**src/rtl/unpack_arbiter.sv**
```systemverilog
// rtl/unpack_arbiter.sv - enc/dec arbiter for the shared state-unpack unit; optional watchdog under UNPACK_ARB_TIMEOUT_EN
module unpack_arbiter #(
    parameter int                WORDS    = 64,
    parameter int                ADDR_W   = 7,
    parameter logic [ADDR_W-1:0] ENC_BASE = ADDR_W'(0),
    parameter logic [ADDR_W-1:0] DEC_BASE = ADDR_W'(64),
    parameter int                TMO_CYC  = 4096
) (
    input  logic              clk,
    input  logic              rst_n,
    input  logic              enc_req,
    input  logic              dec_req,
    output logic              enc_grant,
    output logic              dec_grant,
    output logic              enc_done,
    output logic              dec_done,
    output logic              unp_enable,
    output logic              unp_mux,
    input  logic              unp_done,
    input  logic              unp_outready,
    input  logic [5:0]        unp_wad,
    input  logic [127:0]      unp_wdata1,
    input  logic [127:0]      unp_wdata2,
    output logic              bram_we,
    output logic [ADDR_W-1:0] bram_waddr,
    output logic [127:0]      bram_wdata1,
    output logic [127:0]      bram_wdata2,
    output logic              busy,
    output logic              err
);

    typedef enum logic [1:0] {IDLE, START, RUN, FIN} state_t;

    state_t state_q, state_d;
    logic   owner_q, owner_d;       // 0 enc, 1 dec
    logic   last_q, last_d;         // winner of the previous job
    logic   err_q, err_d;
    // 7 bits so a full job of 64 strobes does not alias to 0
    logic [6:0] wcnt_q, wcnt_d;

    logic              we_q;
    logic [ADDR_W-1:0] waddr_q;
    logic [127:0]      wdata1_q, wdata2_q;
    logic              strobe;

`ifdef UNPACK_ARB_TIMEOUT_EN
    logic [12:0] tmo_q, tmo_d;
`else
    logic unused_tmo;
    assign unused_tmo = ^13'(TMO_CYC);
`endif

    assign strobe = (state_q == RUN) && unp_outready;

    // State and job bookkeeping registers
    always_ff @(posedge clk or negedge rst_n) begin
        if (!rst_n) begin
            state_q <= IDLE;
            owner_q <= 1'b0;
            last_q  <= 1'b1;
            err_q   <= 1'b0;
            wcnt_q  <= '0;
`ifdef UNPACK_ARB_TIMEOUT_EN
            tmo_q   <= '0;
`endif
        end else begin
            state_q <= state_d;
            owner_q <= owner_d;
            last_q  <= last_d;
            err_q   <= err_d;
            wcnt_q  <= wcnt_d;
`ifdef UNPACK_ARB_TIMEOUT_EN
            tmo_q   <= tmo_d;
`endif
        end
    end

    // Next-state: arbitration, strobe counting and job completion
    always_comb begin
        state_d = state_q;
        owner_d = owner_q;
        last_d  = last_q;
        err_d   = err_q;
        wcnt_d  = wcnt_q;
`ifdef UNPACK_ARB_TIMEOUT_EN
        tmo_d   = tmo_q;
`endif
        case (state_q)
            IDLE: begin
                if (enc_req || dec_req) begin
                    // on a tie the requester that did not win last goes next
                    owner_d = (enc_req && dec_req) ? ~last_q : dec_req;
                    err_d   = 1'b0;
                    wcnt_d  = '0;
                    state_d = START;
                end
            end
            START: begin
                state_d = RUN;
`ifdef UNPACK_ARB_TIMEOUT_EN
                tmo_d   = '0;
`endif
            end
            RUN: begin
                if (unp_outready) begin
                    wcnt_d = wcnt_q + 7'd1;
                end
                if (unp_done) begin
                    state_d = FIN;
                end
`ifdef UNPACK_ARB_TIMEOUT_EN
                else if (tmo_q == 13'(TMO_CYC - 1)) begin
                    state_d = FIN;
                    err_d   = 1'b1;
                end else begin
                    tmo_d = tmo_q + 13'd1;
                end
`endif
            end
            FIN: begin
                if (wcnt_q != 7'(WORDS)) begin
                    err_d = 1'b1;
                end
                last_d  = owner_q;
                state_d = IDLE;
            end
            default: state_d = IDLE;
        endcase
    end

    // One-cycle retiming of the unpack write stream into the BRAM port
    always_ff @(posedge clk or negedge rst_n) begin
        if (!rst_n) begin
            we_q     <= 1'b0;
            waddr_q  <= '0;
            wdata1_q <= '0;
            wdata2_q <= '0;
        end else begin
            we_q <= strobe;
            if (strobe) begin
                waddr_q  <= (owner_q ? DEC_BASE : ENC_BASE) + ADDR_W'(unp_wad);
                wdata1_q <= unp_wdata1;
                wdata2_q <= owner_q ? unp_wdata2 : 128'd0;
            end
        end
    end

    assign busy        = (state_q != IDLE);
    assign enc_grant   = busy && !owner_q;
    assign dec_grant   = busy && owner_q;
    assign enc_done    = (state_q == FIN) && !owner_q;
    assign dec_done    = (state_q == FIN) && owner_q;
    assign unp_enable  = (state_q == START);
    assign unp_mux     = (state_q == START) && owner_q;
    assign err         = err_q;
    assign bram_we     = we_q;
    assign bram_waddr  = waddr_q;
    assign bram_wdata1 = wdata1_q;
    assign bram_wdata2 = wdata2_q;

endmodule
```
**config.mk**
```make
export PLATFORM = sky130hd
export DESIGN_NAME = unpack_arbiter
export DESIGN_NICKNAME = d
export VERILOG_FILES = /design/src/rtl/unpack_arbiter.sv
export SDC_FILE = /design/constraint.sdc
export NUM_CORES = 1
export LEC_CHECK = 0
export CAP_MARGIN = 20
export CORE_MARGIN = 10
export CORE_UTILIZATION = 29
export DETAILED_ROUTE_END_ITERATION = 8
export GPL_TIMING_DRIVEN = 0
export PLACE_DENSITY_LB_ADDON = 0.05
export RECOVER_POWER = 100
export SETUP_SLACK_MARGIN = 0.4
export SYNTH_ARGS = -nofsm -noshare
export SYNTH_HDL_FRONTEND = slang
export SYNTH_SLANG_ARGS = --single-unit
```
**constraint.sdc**
```tcl
create_clock -name clk -period 4.1 [get_ports clk]
set_input_delay 0.615 -clock clk [delete_from_list [all_inputs] [get_ports clk]]
set_output_delay 0.615 -clock clk [all_outputs]
set_load 0.005 [all_outputs]
```
==> metrics.txt <==
# TYPE chip_impl_metric gauge
chip_impl_metric{name="synthCells",unit=""} 1208
chip_impl_metric{name="viasPerCell",unit=""} 4.41
chip_impl_metric{name="setup_viol_count_final",unit=""} 0
chip_impl_metric{name="final_antenna_net_count",unit=""} 0
chip_impl_info{name="terminating_pin_of_the_worst_hold_path",value="bram_wdata2[16]"} 1
chip_impl_metric{name="number_of_top_level_design_ports",unit=""} 540
chip_impl_metric{name="final-instance-count-excl-fill",unit=""} 2281
chip_impl_metric{name="die-height",unit="um"} 213
chip_impl_metric{name="area.growth.synth_to_final",unit="%"} 66.1
chip_impl_metric{name="dp_slack",unit="ps"} 1410
chip_impl_metric{name="grt_overflow",unit=""} 0
chip_impl_metric{name="clk_latency",unit="ps"} 510
chip_impl_info{name="min-delay-path-class",value="reg -> reg"} 1
chip_impl_metric{name="placed_cell_area",unit="sq um"} 16900
chip_impl_metric{name="worstRegToRegCells",unit=""} 8
chip_impl_metric{name="max_cap_viol_count",unit=""} 1
chip_impl_metric{name="vdd_drop_max",unit="uV"} 365
chip_impl_metric{name="initial_antenna_violation_count",unit=""} 6
chip_impl_info{name="worstReg2RegEnd",value="bram_wdata2[60]"} 1
chip_impl_metric{name="p_comb_share",unit="%"} 39.2
chip_impl_metric{name="final_period_minus_worst_setup_slack",unit="ps"} 3260
chip_impl_metric{name="dp.final_hpwl",unit="um"} 35100
chip_impl_metric{name="drt_iter0_drc",unit=""} 500
chip_impl_info{name="critical_path_class",value="reg -> out"} 1
chip_impl_info{name="cts_root_buf",value="sky130_fd_sc_hd__clkbuf_16"} 1
chip_impl_info{name="worst_r2r_start",value="state_q[0]"} 1
chip_impl_metric{name="layout_worst_path_cycle_share",unit="%"} 79.6
chip_impl_metric{name="post_route_cells_drive_above_1_share",unit="%"} 4.70
chip_impl_metric{name="post_synth.cell_area_avg",unit="sq um"} 8.98
chip_impl_metric{name="synthesized_netlist_net_count",unit=""} 1482
chip_impl_metric{name="route.vias.total",unit=""} 10100
chip_impl_metric{name="synthAdderAreaFrac",unit="%"} 0.692
chip_impl_metric{name="grt_max_degree",unit=""} 106
chip_impl_info{name="layout_commonest_cell",value="sky130_fd_sc_hd__nand2_1"} 1
chip_impl_metric{name="worst-path-max-fanout",unit=""} 10
chip_impl_metric{name="total_setup_buffers_inserted_after_cts",unit=""} 0
chip_impl_metric{name="synth_async_sr_flop_share",unit="%"} 100
chip_impl_metric{name="share_clk_of_total_power",unit="%"} 25.2
chip_impl_metric{name="total_switching_power",unit="mW"} 4.18
chip_impl_metric{name="synth.mux.area_fraction",unit="%"} 0.392
chip_impl_metric{name="worst-endpoint-arrival",unit="ps"} 2650
chip_impl_metric{name="timing.hold.worst_path_depth",unit=""} 2
chip_impl_info{name="status",value="finished, violations left"} 1
chip_impl_metric{name="gp_congestion",unit=""} 0.788
chip_impl_metric{name="grt_pass1_wl",unit="um"} 66300
chip_impl_info{name="combinational_family_with_the_most_area_after_synthesis",value="simple AND/OR/NAND/NOR gates"} 1
chip_impl_metric{name="synth_warnings",unit=""} 0
chip_impl_metric{name="maxClockFrequency",unit="MHz"} 306
chip_impl_info{name="failed_checks",value="max-capacitance violations, max-slew violations"} 1
chip_impl_metric{name="final_nets",unit=""} 2060
chip_impl_metric{name="clkSinkCount",unit=""} 276
chip_impl_metric{name="synthesized_area",unit="sq um"} 10800
chip_impl_metric{name="sequentialPowerShare",unit="%"} 35.6
chip_impl_metric{name="design.die.area",unit="sq um"} 45500
chip_impl_metric{name="total_cts_buffers",unit=""} 35
chip_impl_info{name="synth_ff_type",value="sky130_fd_sc_hd__dfrtp_1"} 1
chip_impl_metric{name="io_buffers",unit=""} 539
chip_impl_metric{name="synth_compound_area_share",unit="%"} 1.30
chip_impl_metric{name="cts-root-to-sink-buffers",unit=""} 3
chip_impl_info{name="grt_setup_unrepaired",value="no"} 1
chip_impl_metric{name="drc",unit=""} 0
chip_impl_metric{name="finClkSkew",unit="ps"} 17.8
chip_impl_metric{name="critical_path_required",unit="ps"} 3480
chip_impl_metric{name="initial_core_util",unit="%"} 29.5
chip_impl_metric{name="p_sw_share",unit="%"} 34.3
chip_impl_info{name="critical_path.startpoint_type",value="flop"} 1
chip_impl_metric{name="first_global_vias",unit=""} 10400
chip_impl_info{name="clock_tree_from_tritoncts",value="built"} 1
chip_impl_metric{name="ctsResizeCount",unit=""} 0
chip_impl_metric{name="routed_wirelength",unit="um"} 45500
chip_impl_metric{name="r2r_slack",unit="ps"} 1430
chip_impl_metric{name="total_power_divided_by_cell_area",unit="nW/um^2"} 678
chip_impl_metric{name="grtUsageTotal",unit="%"} 19.2
chip_impl_metric{name="synth_edf_count",unit=""} 0
chip_impl_metric{name="drv_slew",unit=""} 104
chip_impl_metric{name="floorplan.core_area",unit="sq um"} 36800
chip_impl_metric{name="post_cts_hold_buffer_count",unit=""} 0
chip_impl_metric{name="final_standard_cell_area_without_fillers",unit="sq um"} 18000
chip_impl_metric{name="timing.max_slew.rel_slack",unit="%"} -92.1
chip_impl_metric{name="final.setup.worst_slack",unit="ps"} 836
chip_impl_metric{name="synth-seq-area-share",unit="%"} 63.7
chip_impl_metric{name="fillCellCount",unit=""} 3561
chip_impl_metric{name="dp_cells",unit=""} 2217
chip_impl_metric{name="report.final.hold_viol_count",unit=""} 0
chip_impl_metric{name="finalPower",unit="mW"} 12.2
chip_impl_info{name="final_cell_mix",value="sky130_fd_sc_hd__nand2_1 (670), sky130_fd_sc_hd__dfrtp_1 (275), sky130_fd_sc_hd__dlygate4sd3_1 (271), sky130_fd_sc_hd__clkdlybuf4s50_1 (267), sky130_fd_sc_hd__nand3_1 (132)"} 1
chip_impl_metric{name="rows",unit=""} 70
chip_impl_metric{name="synth.lib_cells_used.distinct",unit=""} 33
chip_impl_metric{name="tightest_slew",unit="ps"} 2880
chip_impl_metric{name="die_x",unit="um"} 213
chip_impl_metric{name="total_leakage_power",unit="nW"} 9.26
chip_impl_metric{name="synth_xor_xnor_area_share",unit="%"} 0
chip_impl_info{name="endpoint_kind",value="output pin"} 1
chip_impl_metric{name="drt-wirelength-per-cell",unit="um"} 20.0
chip_impl_metric{name="ys_ff_latch",unit=""} 276
chip_impl_metric{name="first_pass_iters",unit=""} 4
chip_impl_metric{name="clkTransAtPathRegs",unit="ps"} 60
chip_impl_metric{name="internal-power",unit="mW"} 8.03
chip_impl_metric{name="htreeDepth",unit=""} 2
chip_impl_metric{name="post_synth_and_or_nand_nor_area_fraction",unit="%"} 30.5
chip_impl_info{name="worstHoldStart",value="bram_wdata2[16]"} 1
==> synthesized netlist by cell type, types with 2 or more instances <==
library cell,instances,area [sq um]
sky130_fd_sc_hd__a21oi_1,4,20.0
sky130_fd_sc_hd__a22o_1,4,35.0
sky130_fd_sc_hd__and2_1,2,12.5
sky130_fd_sc_hd__buf_1,3,11.3
sky130_fd_sc_hd__buf_2,35,175
sky130_fd_sc_hd__buf_6,2,22.5
sky130_fd_sc_hd__clkbuf_1,36,135
sky130_fd_sc_hd__dfrtp_1,275,6880
sky130_fd_sc_hd__ha_1,6,75.1
sky130_fd_sc_hd__inv_1,8,30.0
sky130_fd_sc_hd__mux2_2,2,22.5
sky130_fd_sc_hd__mux2i_1,2,20.0
sky130_fd_sc_hd__nand2_1,670,2510
sky130_fd_sc_hd__nand3_1,132,661
sky130_fd_sc_hd__nand4_1,2,12.5
sky130_fd_sc_hd__nor2_1,3,11.3
sky130_fd_sc_hd__nor2b_1,2,12.5
sky130_fd_sc_hd__o211ai_1,2,15.0
sky130_fd_sc_hd__o21ai_0,3,15.0
sky130_fd_sc_hd__or4_1,2,15.0
==> registers in the layout, summed over array words and instances (netlist names) <==
register and cells:
err 1, owner_q 1, bram_we 1, last_q 1, bram_wdata1 128, bram_waddr 7
wcnt_q 7, bram_wdata2 128, state_q 2
==> worst max-delay path, stage by stage, from the launching register on <==
cell,delay [ps]
sky130_fd_sc_hd__dfrtp_1,320
sky130_fd_sc_hd__clkbuf_1,490
sky130_fd_sc_hd__clkbuf_1,490
sky130_fd_sc_hd__nor2b_1,200
sky130_fd_sc_hd__dlygate4sd3_1,660
==> how the worst max path moves through the flow <==
stage	start	end	slack (ps)	cells after the start
final	owner_q	dec_grant	840	4
after global routing	owner_q	dec_grant	650	4
after CTS	owner_q	dec_grant	970	4
after detailed placement	unp_outready	bram_wdata1[102]	1410	6
after global placement	rst_n	bram_wdata2[39]	-10790	1
after floorplan	state_q[0]	wcnt_q[4]	2380	6
==> through the flow <==
stage | hold WS, ps | utilization [%] | setup TNS, ps
final | 456 | 49.0 | 0
after detailed placement | 455 | 45.9 | 0
after global routing | 477 | 49.0 | 0
after floorplan | 319 | - | 0
after global placement | 448 | 45.7 | -2962140
after CTS | 233 | 49.0 | 0
==> cell families after synthesis <==
group                    Yosys count
AO/OA/AOI/OAI                     18
adder cells (fa/ha/maj)            6
buffers and inverters             84
flip-flops                       276
multiplexers                       4
AND/OR/NAND/NOR                  820
==> final cells by class <==
| class | instances | area [sq um] | area share [%] |
|---|---|---|---|
| Timing Repair Buffer | 541 | 5450 | 30.2 |
| Sequential cell | 276 | 6910 | 38.3 |
| Antenna cell | 4 | 10.0 | 0.0555 |
| Multi-Input combinational cell | 848 | 3560 | 19.8 |
| Clock buffer | 54 | 1070 | 5.94 |
| Clock inverter | 6 | 80.1 | 0.444 |
| Buffer | 76 | 330 | 1.83 |
| Inverter | 8 | 30.0 | 0.167 |
| Tap cell | 468 | 586 | 3.25 |
==> power groups by stage <==
| stage | Sequential, mW | Combinational, mW | Clock [mW] |
|---|---|---|---|
| after global routing | 4.49 | 5.33 | 3.28 |
| after floorplan | 4.50 | 1.72 | 0 |
| after global placement | 4.40 | 5.31 | 0 |
| after CTS | 4.40 | 5.34 | 3.17 |
| final | 4.34 | 4.78 | 3.08 |
| after detailed placement | 4.42 | 5.33 | 0 |
==> routing by layer <==
layer | wire length (um) | part of all wire [%] | vias to the layer above | track usage, %
met5 | 46 | 0.10 | - | 0
met4 | 791 | 1.7 | 6 | 4.38
met3 | 4630 | 10 | 56 | 7.93
met2 | 23100 | 51 | 303 | 33.8
met1 | 17000 | 37 | 4728 | 21.1
li1 | - | - | 4963 | -
Power figures use the tool's default switching activity.
